$ cat config.mk
export PLATFORM = sky130hd
export DESIGN_NAME = mmc3_mapper
export DESIGN_NICKNAME = d
export VERILOG_FILES = /design/src/rtl/mmc3_mapper.sv
export SDC_FILE = /design/constraint.sdc
export NUM_CORES = 1
export LEC_CHECK = 0
export BUFFER_PORTS_ARGS = -buffer_cell sky130_fd_sc_hd__buf_4
export CAP_MARGIN = 40
export CELL_PAD_IN_SITES_DETAIL_PLACEMENT = 1
export CELL_PAD_IN_SITES_GLOBAL_PLACEMENT = 1
export CORE_MARGIN = 8
export CORE_UTILIZATION = 48
export CTS_CLUSTER_SIZE = 16
export DETAILED_ROUTE_END_ITERATION = 10
export PLACE_DENSITY = 0.77
export SLEW_MARGIN = 20
export SYNTH_ARGS = -nofsm -noshare
export SYNTH_HDL_FRONTEND = slang
export SYNTH_SLANG_ARGS = --single-unit
$ cat constraint.sdc
create_clock -name m2 -period 2.5 [get_ports m2]
set_input_delay 0.375 -clock m2 [delete_from_list [all_inputs] [get_ports m2]]
set_output_delay 0.375 -clock m2 [all_outputs]
set_load 0.03 [all_outputs]
$ cat src/rtl/mmc3_mapper.sv
// mmc3_mapper: MMC3-class PRG/CHR banking, mirroring and A12 scanline IRQ.
// Ports: m2 (falls = update), reset_pin (async low), CPU bus in, PPU A13..A10 in; bank selects, CIRAM A10, irq out.
module mmc3_mapper #(
  parameter int PRG_BANK_BITS = 8,
  parameter int CHR_BANK_BITS = 10,
  parameter int A12_FILTER    = 3
) (
  input  logic                     m2,
  input  logic                     reset_pin,
  input  logic [7:0]               cpu_data,
  input  logic                     cpu_rw,
  input  logic                     romsel,
  input  logic [14:12]             cpu_addr,
  input  logic                     cpu_a0,
  input  logic [13:10]             ppu_addr,
  output logic [PRG_BANK_BITS:0]   cpu_bs,
  output logic                     cpu_enable,
  output logic                     cpu_read,
  output logic [CHR_BANK_BITS-1:0] ppu_bs,
  output logic                     ciram_a10,
  output logic                     irq
);

  localparam logic [3:0] FILT = 4'(A12_FILTER);

  logic [7:0][7:0] bank_q, bank_d;
  logic [2:0]      sel_q, sel_d;
  logic            prg_mode_q, prg_mode_d;
  logic            chr_inv_q, chr_inv_d;
  logic            mirror_q, mirror_d;
  logic [7:0]      latch_q, latch_d;
  logic [7:0]      cnt_q, cnt_d;
  logic            reload_q, reload_d;
  logic            irq_en_q, irq_en_d;
  logic            pend_q, pend_d;
  logic [3:0]      low_q, low_d;
  logic            a12_prev_q, a12_prev_d;

  logic       wr;
  logic [2:0] key;
  logic       w_sel, w_bank, w_mir, w_lat;
  logic       w_rld, w_dis, w_en;
  logic       a12, count;

  assign wr  = ~romsel & ~cpu_rw;
  assign key = {cpu_addr[14:13], cpu_a0};
  assign a12 = ppu_addr[12];

  // Counted rise: fresh 0->1 transition after a full run of low samples.
  assign count = a12 & ~a12_prev_q & (low_q == FILT);

  always_comb begin
    w_sel  = 1'b0;
    w_bank = 1'b0;
    w_mir  = 1'b0;
    w_lat  = 1'b0;
    w_rld  = 1'b0;
    w_dis  = 1'b0;
    w_en   = 1'b0;
    if (wr) begin
      unique case (key)
        3'b000: w_sel  = 1'b1;
        3'b001: w_bank = 1'b1;
        3'b010: w_mir  = 1'b1;
        3'b011: ;
        3'b100: w_lat  = 1'b1;
        3'b101: w_rld  = 1'b1;
        3'b110: w_dis  = 1'b1;
        3'b111: w_en   = 1'b1;
      endcase
    end
  end

  always_comb begin
    bank_d     = bank_q;
    sel_d      = sel_q;
    prg_mode_d = prg_mode_q;
    chr_inv_d  = chr_inv_q;
    mirror_d   = mirror_q;
    latch_d    = latch_q;
    cnt_d      = cnt_q;
    reload_d   = reload_q;
    irq_en_d   = irq_en_q;
    pend_d     = pend_q;

    if (w_sel) begin
      sel_d      = cpu_data[2:0];
      prg_mode_d = cpu_data[6];
      chr_inv_d  = cpu_data[7];
    end
    if (w_bank) bank_d[sel_q] = cpu_data;
    if (w_mir)  mirror_d = cpu_data[0];
    if (w_lat)  latch_d = cpu_data;
    if (w_dis) begin
      irq_en_d = 1'b0;
      pend_d   = 1'b0;
    end
    if (w_en)   irq_en_d = 1'b1;
    if (w_rld) begin
      cnt_d    = 8'd0;
      reload_d = 1'b1;
    end

    // Same-edge writes are folded in first, so the
    // edge sees the freshly written latch/reload/enable.
    if (count) begin
      if (cnt_d == 8'd0 || reload_d) begin
        cnt_d    = latch_d;
        reload_d = 1'b0;
      end else begin
        cnt_d = cnt_d - 8'd1;
      end
      if (cnt_d == 8'd0 && irq_en_d) pend_d = 1'b1;
    end
  end

  always_comb begin
    a12_prev_d = a12;
    if (a12)               low_d = 4'd0;
    else if (low_q < FILT) low_d = low_q + 4'd1;
    else                   low_d = low_q;
  end

  always_ff @(negedge m2 or negedge reset_pin) begin
    if (!reset_pin) begin
      bank_q     <= {8'h01, 56'h0};
      sel_q      <= 3'd0;
      prg_mode_q <= 1'b0;
      chr_inv_q  <= 1'b0;
      mirror_q   <= 1'b0;
      latch_q    <= 8'd0;
      cnt_q      <= 8'd0;
      reload_q   <= 1'b0;
      irq_en_q   <= 1'b0;
      pend_q     <= 1'b0;
      low_q      <= 4'd0;
      a12_prev_q <= 1'b0;
    end else begin
      bank_q     <= bank_d;
      sel_q      <= sel_d;
      prg_mode_q <= prg_mode_d;
      chr_inv_q  <= chr_inv_d;
      mirror_q   <= mirror_d;
      latch_q    <= latch_d;
      cnt_q      <= cnt_d;
      reload_q   <= reload_d;
      irq_en_q   <= irq_en_d;
      pend_q     <= pend_d;
      low_q      <= low_d;
      a12_prev_q <= a12_prev_d;
    end
  end

  // PRG banking
  logic [PRG_BANK_BITS-1:0] r6_p, r7_p;
  logic [PRG_BANK_BITS-1:0] last_b, slast_b, bank8k;

  if (PRG_BANK_BITS > 8) begin : g_prg_ext
    assign r6_p = {{(PRG_BANK_BITS-8){1'b0}}, bank_q[6]};
    assign r7_p = {{(PRG_BANK_BITS-8){1'b0}}, bank_q[7]};
  end else if (PRG_BANK_BITS == 8) begin : g_prg_eq
    assign r6_p = bank_q[6];
    assign r7_p = bank_q[7];
  end else begin : g_prg_trunc
    logic unused_prg;
    assign r6_p = bank_q[6][PRG_BANK_BITS-1:0];
    assign r7_p = bank_q[7][PRG_BANK_BITS-1:0];
    assign unused_prg = ^{bank_q[6][7:PRG_BANK_BITS],
                          bank_q[7][7:PRG_BANK_BITS]};
  end

  assign last_b  = '1;
  assign slast_b = last_b - PRG_BANK_BITS'(1);

  always_comb begin
    bank8k = last_b;
    unique case (cpu_addr[14:13])
      2'b00: bank8k = prg_mode_q ? slast_b : r6_p;
      2'b01: bank8k = r7_p;
      2'b10: bank8k = prg_mode_q ? r6_p : slast_b;
      2'b11: bank8k = last_b;
    endcase
  end

  assign cpu_bs     = {bank8k, cpu_addr[12]};
  assign cpu_enable = ~romsel;
  assign cpu_read   = ~romsel & cpu_rw;

  // CHR banking; chr_inv swaps the 2 KiB and 1 KiB halves
  logic [2:0] chr_k;
  logic [7:0] chr8;

  assign chr_k = ppu_addr[12:10] ^ {chr_inv_q, 2'b00};

  always_comb begin
    chr8 = bank_q[2];
    unique case (chr_k)
      3'd0, 3'd1: chr8 = {bank_q[0][7:1], ppu_addr[10]};
      3'd2, 3'd3: chr8 = {bank_q[1][7:1], ppu_addr[10]};
      3'd4:       chr8 = bank_q[2];
      3'd5:       chr8 = bank_q[3];
      3'd6:       chr8 = bank_q[4];
      3'd7:       chr8 = bank_q[5];
    endcase
  end

  if (CHR_BANK_BITS > 8) begin : g_chr_ext
    assign ppu_bs = {{(CHR_BANK_BITS-8){1'b0}}, chr8};
  end else if (CHR_BANK_BITS == 8) begin : g_chr_eq
    assign ppu_bs = chr8;
  end else begin : g_chr_trunc
    logic unused_chr;
    assign ppu_bs = chr8[CHR_BANK_BITS-1:0];
    assign unused_chr = ^chr8[7:CHR_BANK_BITS];
  end

  assign ciram_a10 = mirror_q ? ppu_addr[11] : ppu_addr[10];
  assign irq       = ~pend_q;

  logic unused_ppu;
  assign unused_ppu = ppu_addr[13];

endmodule

==> reports/qor.txt, run 1 <==
H-tree levels -> 3
register area share after synthesis -> 50.3%
Max Buffers Root-to-Sink -> 2
Post-Synth XOR/XNOR Area -> 0.957%
mux contribution to synthesized area -> 23.9%
Worst EP kind -> primary output
port bufs -> 37
Post-CTS Hold Fix Bufs -> 0
Yosys reg bits -> 92
Failed at -> global routing (5_1_grt)
Die Ht -> 114 µm
main flop type after synthesis -> dfrtn_1
area share of the largest cell type after synthesis -> 49.8%
Post-synth EDFFs -> 0
Post-Place Cells -> 599
largest cells by area after synthesis -> dfrtn_1 (50%), mux2_2 (17%), mux4_2 (3.4%)
IO Count -> 43
outcome -> aborted with a tool error
mapped cell area -> 4580 µm²
simple-gate area share of the yosys netlist -> 11.5%
Avg Inst Size Synth -> 12.0 µm²
Synth Area in Compound Gates -> 9.27%
asr flop ratio synth -> 100%
warnings from Yosys -> 0
gpl congestion -> 0.869
Run Error -> [ERROR DPL-0033] detailed placement checks failed during check placement.
Die W -> 114 µm
dominant cell type by area after synthesis -> dfrtn_1
DP Wirelength -> 10,100 µm
FP Rows -> 35
top-count cell post-synth -> dfrtn_1
Cells after Synth -> 383
Root Buffer -> clkbuf_8
worst endpoint after global-route timing repair -> ppu_bs[0]
Synth top cells by count -> dfrtn_1 (91), mux2_2 (70), nand2_1 (32), o21ai_0 (22), mux2i_1 (15)
largest family of logic cells by synthesized area -> multiplexers
post-synthesis adder-cell area fraction -> 0.547%
Sink Count -> 92
synth unique cells -> 54
largest net degree at the start of global routing -> 57
Initial Util -> 49.5%
initial antenna violation count -> 0
total CTS buffers -> 9
## stage by stage
stage | area (µm²) | util, % | setup TNS [ns] | setup slack (ns) | hold WS (ns)
after global placement | 5910 | 64.0 | -77.81 | -0.989 | 0.427
after floorplan | 5020 | - | -59.38 | -0.949 | 0.405
after CTS | 6800 | 73.6 | -51.28 | -0.718 | 0.447
after detailed placement | 5910 | 64.0 | -82.04 | -1.07 | 0.437
## repair_timing
item,CTS
resized for setup,127
pin swaps,20
hold endpoints to repair,0
cloned,2
endpoints found under the setup margin,100
setup buffers,18
## cells by family after synthesis
kind of cell,Yosys count
multiplexers,92
flip-flops,92
AND/OR/NAND/NOR,91
AO/OA/AOI/OAI,64
buffers and inverters,36
XOR/XNOR,5
adder cells (fa/ha/maj),2
other,1
==> run 2, diff against run 1 <==
==> config.mk (replaced) <==
export PLATFORM = sky130hd
export DESIGN_NAME = mmc3_mapper
export DESIGN_NICKNAME = d
export VERILOG_FILES = /design/src/rtl/mmc3_mapper.sv
export SDC_FILE = /design/constraint.sdc
export NUM_CORES = 1
export LEC_CHECK = 0
export BUFFER_PORTS_ARGS = -buffer_cell sky130_fd_sc_hd__buf_4
export CAP_MARGIN = 40
export CORE_MARGIN = 8
export CORE_UTILIZATION = 40
export DETAILED_ROUTE_END_ITERATION = 10
export PLACE_DENSITY_LB_ADDON = 0.15
export SLEW_MARGIN = 20
export SYNTH_ARGS = -nofsm -noshare
export SYNTH_HDL_FRONTEND = slang
export SYNTH_SLANG_ARGS = --single-unit
==> run 2 against run 1 <==
  * The flow now finishes, with violations (setup timing)
  * Synthesized cell count stayed put
  * Area after synthesis is the same
==> reports/qor.txt, run 2 <==
Max Buffers Root-to-Sink -> 2 (unchanged)
largest cells by area after synthesis -> dfrtn_1 (50%), mux2_2 (17%), mux4_2 (3.4%)
most frequent cells in the layout -> dfrtn_1 (91), buf_4 (70), buf_6 (46)
critical path required time -> 2.12 ns
Leakage -> 0.00317 µW
FP Rows -> 39 (+11%)
worst skew pair latency -> 0.40 ns
gpl congestion -> 0.860 (-1.0%)
Critical Path AT -> 2.84 ns
die area -> 15,100 µm²
Sink Count -> 92 (unchanged)
DRT Wirelength -> 12,700 µm
top-count cell post-synth -> dfrtn_1
outcome -> complete, but fails checks
Reg area -> 2300 µm²
Vias per Instance -> 5.45
Reg clk slew, reported paths -> 0.05 ns
crit-path most repeated cell -> buf_12
pwr dens -> 851 nW/µm²
layout cells sized above 1 -> 60.5%
worst-margin pin slew -> 0.533 ns
register area share after synthesis -> 50.3% (unchanged)
depth of the worst hold-timing path -> 2
crit end category -> output pin
drt initial violations -> 210
Largest register FFs -> 46
setup violators final -> 99
failing checks -> setup timing
clock skew -> 0.0481 ns
Hold Crit Endpoint -> bank_q[30]
CTS tree -> built
leading cell type in the layout, fill and taps excluded -> dfrtn_1
warnings from Yosys -> 0 (unchanged)
diode count -> 0
DR pass1 iterations -> 4
r2r startpoint -> cnt_q[5]
Avg Inst Size Synth -> 12.0 µm² (unchanged)
fill cell count -> 902
via count -> 3,524
residual DRC count -> 0
Critical Path Source -> chr_inv_q
CP max stage cell -> dfrtn_1
port bufs -> 37 (unchanged)
DP Wirelength -> 8460 µm (-16%)
Post-Place Cells -> 612 (+2.2%)
Initial Util -> 40.6% (-8.9 points)
max-cap viol count -> 0
Final ANT Viol Nets -> 0
H-tree levels -> 3 (unchanged)
first-pass GRT wire length -> 20,100 µm
Synth top cells by count -> dfrtn_1 (91), mux2_2 (70), nand2_1 (32), o21ai_0 (22), mux2i_1 (15)
core area -> 11,300 µm²
final worst slack -> -0.715 ns
reg2reg setup slack -> 0.30 ns
Post-CTS Hold Fix Bufs -> 0 (unchanged)
HP Class -> flip-flop to flip-flop
IO Count -> 43 (unchanged)
Root Buffer -> clkbuf_16
critical path launch point type -> flip-flop
Die W -> 123 µm (+8.2%)
critical path peak fanout -> 7
final hold violation count -> 0
worst hold slack -> 0.438 ns
Critical Path Max Stage Delay -> 0.49 ns
Yosys reg bits -> 92 (unchanged)
non-filler cells, final -> 647
asr flop ratio synth -> 100% (unchanged)
area share of the largest cell type after synthesis -> 49.8% (unchanged)
Max VDD drop -> 0.496 mV
dominant cell type by area after synthesis -> dfrtn_1
R2R Path End -> pend_q
mapped cell area -> 4580 µm² (unchanged)
routed len/inst -> 19.7 µm
total CTS buffers -> 9 (unchanged)
setup_tns -> -51.39 ns
synth unique cells -> 54 (unchanged)
main flop type after synthesis -> dfrtn_1
vias in the first global route -> 3,654
Final Max Slew Viols -> 0
Post-synth EDFFs -> 0 (unchanged)
Biggest register -> bank_q
CP Class -> flip-flop to output pin
largest net degree at the start of global routing -> 44
RSZ-0062 raised after global routing -> true
reg2reg path depth -> 5
relative slew slack -> 64.5%
GRT Residual Overflow -> 0
GRT Overall Usage -> 17.3%
Area growth syn-to-layout -> 51.0%
min-delay src -> bank_q[30]
initial antenna violation count -> 0
Cells after Synth -> 383 (unchanged)
Final #Nets -> 521
Die Ht -> 123 µm (+8.2%)
crit-path cells -> xor2_4 > buf_12 > buf_12 > nand2_4 > o21ai_4 > buf_6
Multi-input gate area -> 2840 µm²
-- run 2: cell counts after synthesis --
Identical to the previous run, type by type.
-- run 2: report_power, final --
group          switching [µW]  internal (µW)  total (µW)
combinational            1120           1230        2350
sequential                249           1780        2030
clock                     622            886        1510
total                    1990           3890        5880
-- run 2: area by class of cell --
class	instances	area share, %
multi-input combinational	257	41.0
clock inverter	8	1.48
clock buffer	9	3.26
timing repair buffer	125	17.6
tap	143	2.59
sequential	92	33.3
inverter	13	0.742
-- run 2: repair_timing --
item	4_1_cts	5_1_grt
setup endpoints to repair	98	101
buffers inserted	10	13
cloned	1	1
pin swaps	21	23
resized for setup	98	37
-- run 2: kinds of logic (layout without fill, tap and decap cells) --
family | after synthesis | after routing | synth area share, %
muxes | 92 | 92 | 23.9
adders and majority gates | 2 | 2 | 0.547
buffers and inverters | 36 | 155 | 3.42
other | 1 | 2 | 0.0819
AOI/OAI and AO/OA | 64 | 64 | 9.27
xor gates and xnor gates | 5 | 5 | 0.957
and+or+nand+nor | 91 | 92 | 11.5
DFF | 92 | 92 | 50.3
-- run 2: through the flow --
stage                     power, µW  instance area, µm²  utilization (%)  setup WS (ns)
final                          5880                6910             61.3         -0.715
after global routing           6190                6910             61.3         -0.766
after CTS                      5760                6700             59.5         -0.736
after detailed placement       4040                5940             52.7          -1.06
after global placement         4010                5940             52.7          -1.01
after floorplan                3360                5020                -         -0.949
-- run 2: layer usage --
layer / wire length, µm / global-route usage [%] / vias to the layer above
met2: 5990 / 26.9 / 86
met4: 298 / 8.13 / 0
met1: 5830 / 22.8 / 1791
li1: - / - / 1628
met5: 0 / 0 / -
met3: 598 / 3.61 / 19
-- run 2: how the worst max path moves through the flow --
stage / endpoint / slack (ns) / depth (start not counted)
after floorplan: bank_q[19] / -0.95 / 5
after global placement: r7_p[7] / -1.01 / 7
after detailed placement: r7_p[1] / -1.06 / 7
after CTS: ppu_bs[5] / -0.74 / 6
after global routing: bank_q[47] / -0.77 / 8
final: ppu_bs[5] / -0.71 / 6
-- run 2: critical path, delay by kind of cell (launching register included) --
family,cells,cell delay (ns)
compound gates,1,0.05
flops,1,0.49
xor+xnor,1,0.18
simple gates,1,0.06
buf+inv,3,0.44
Note: power is estimated with default switching activity, not from simulation.
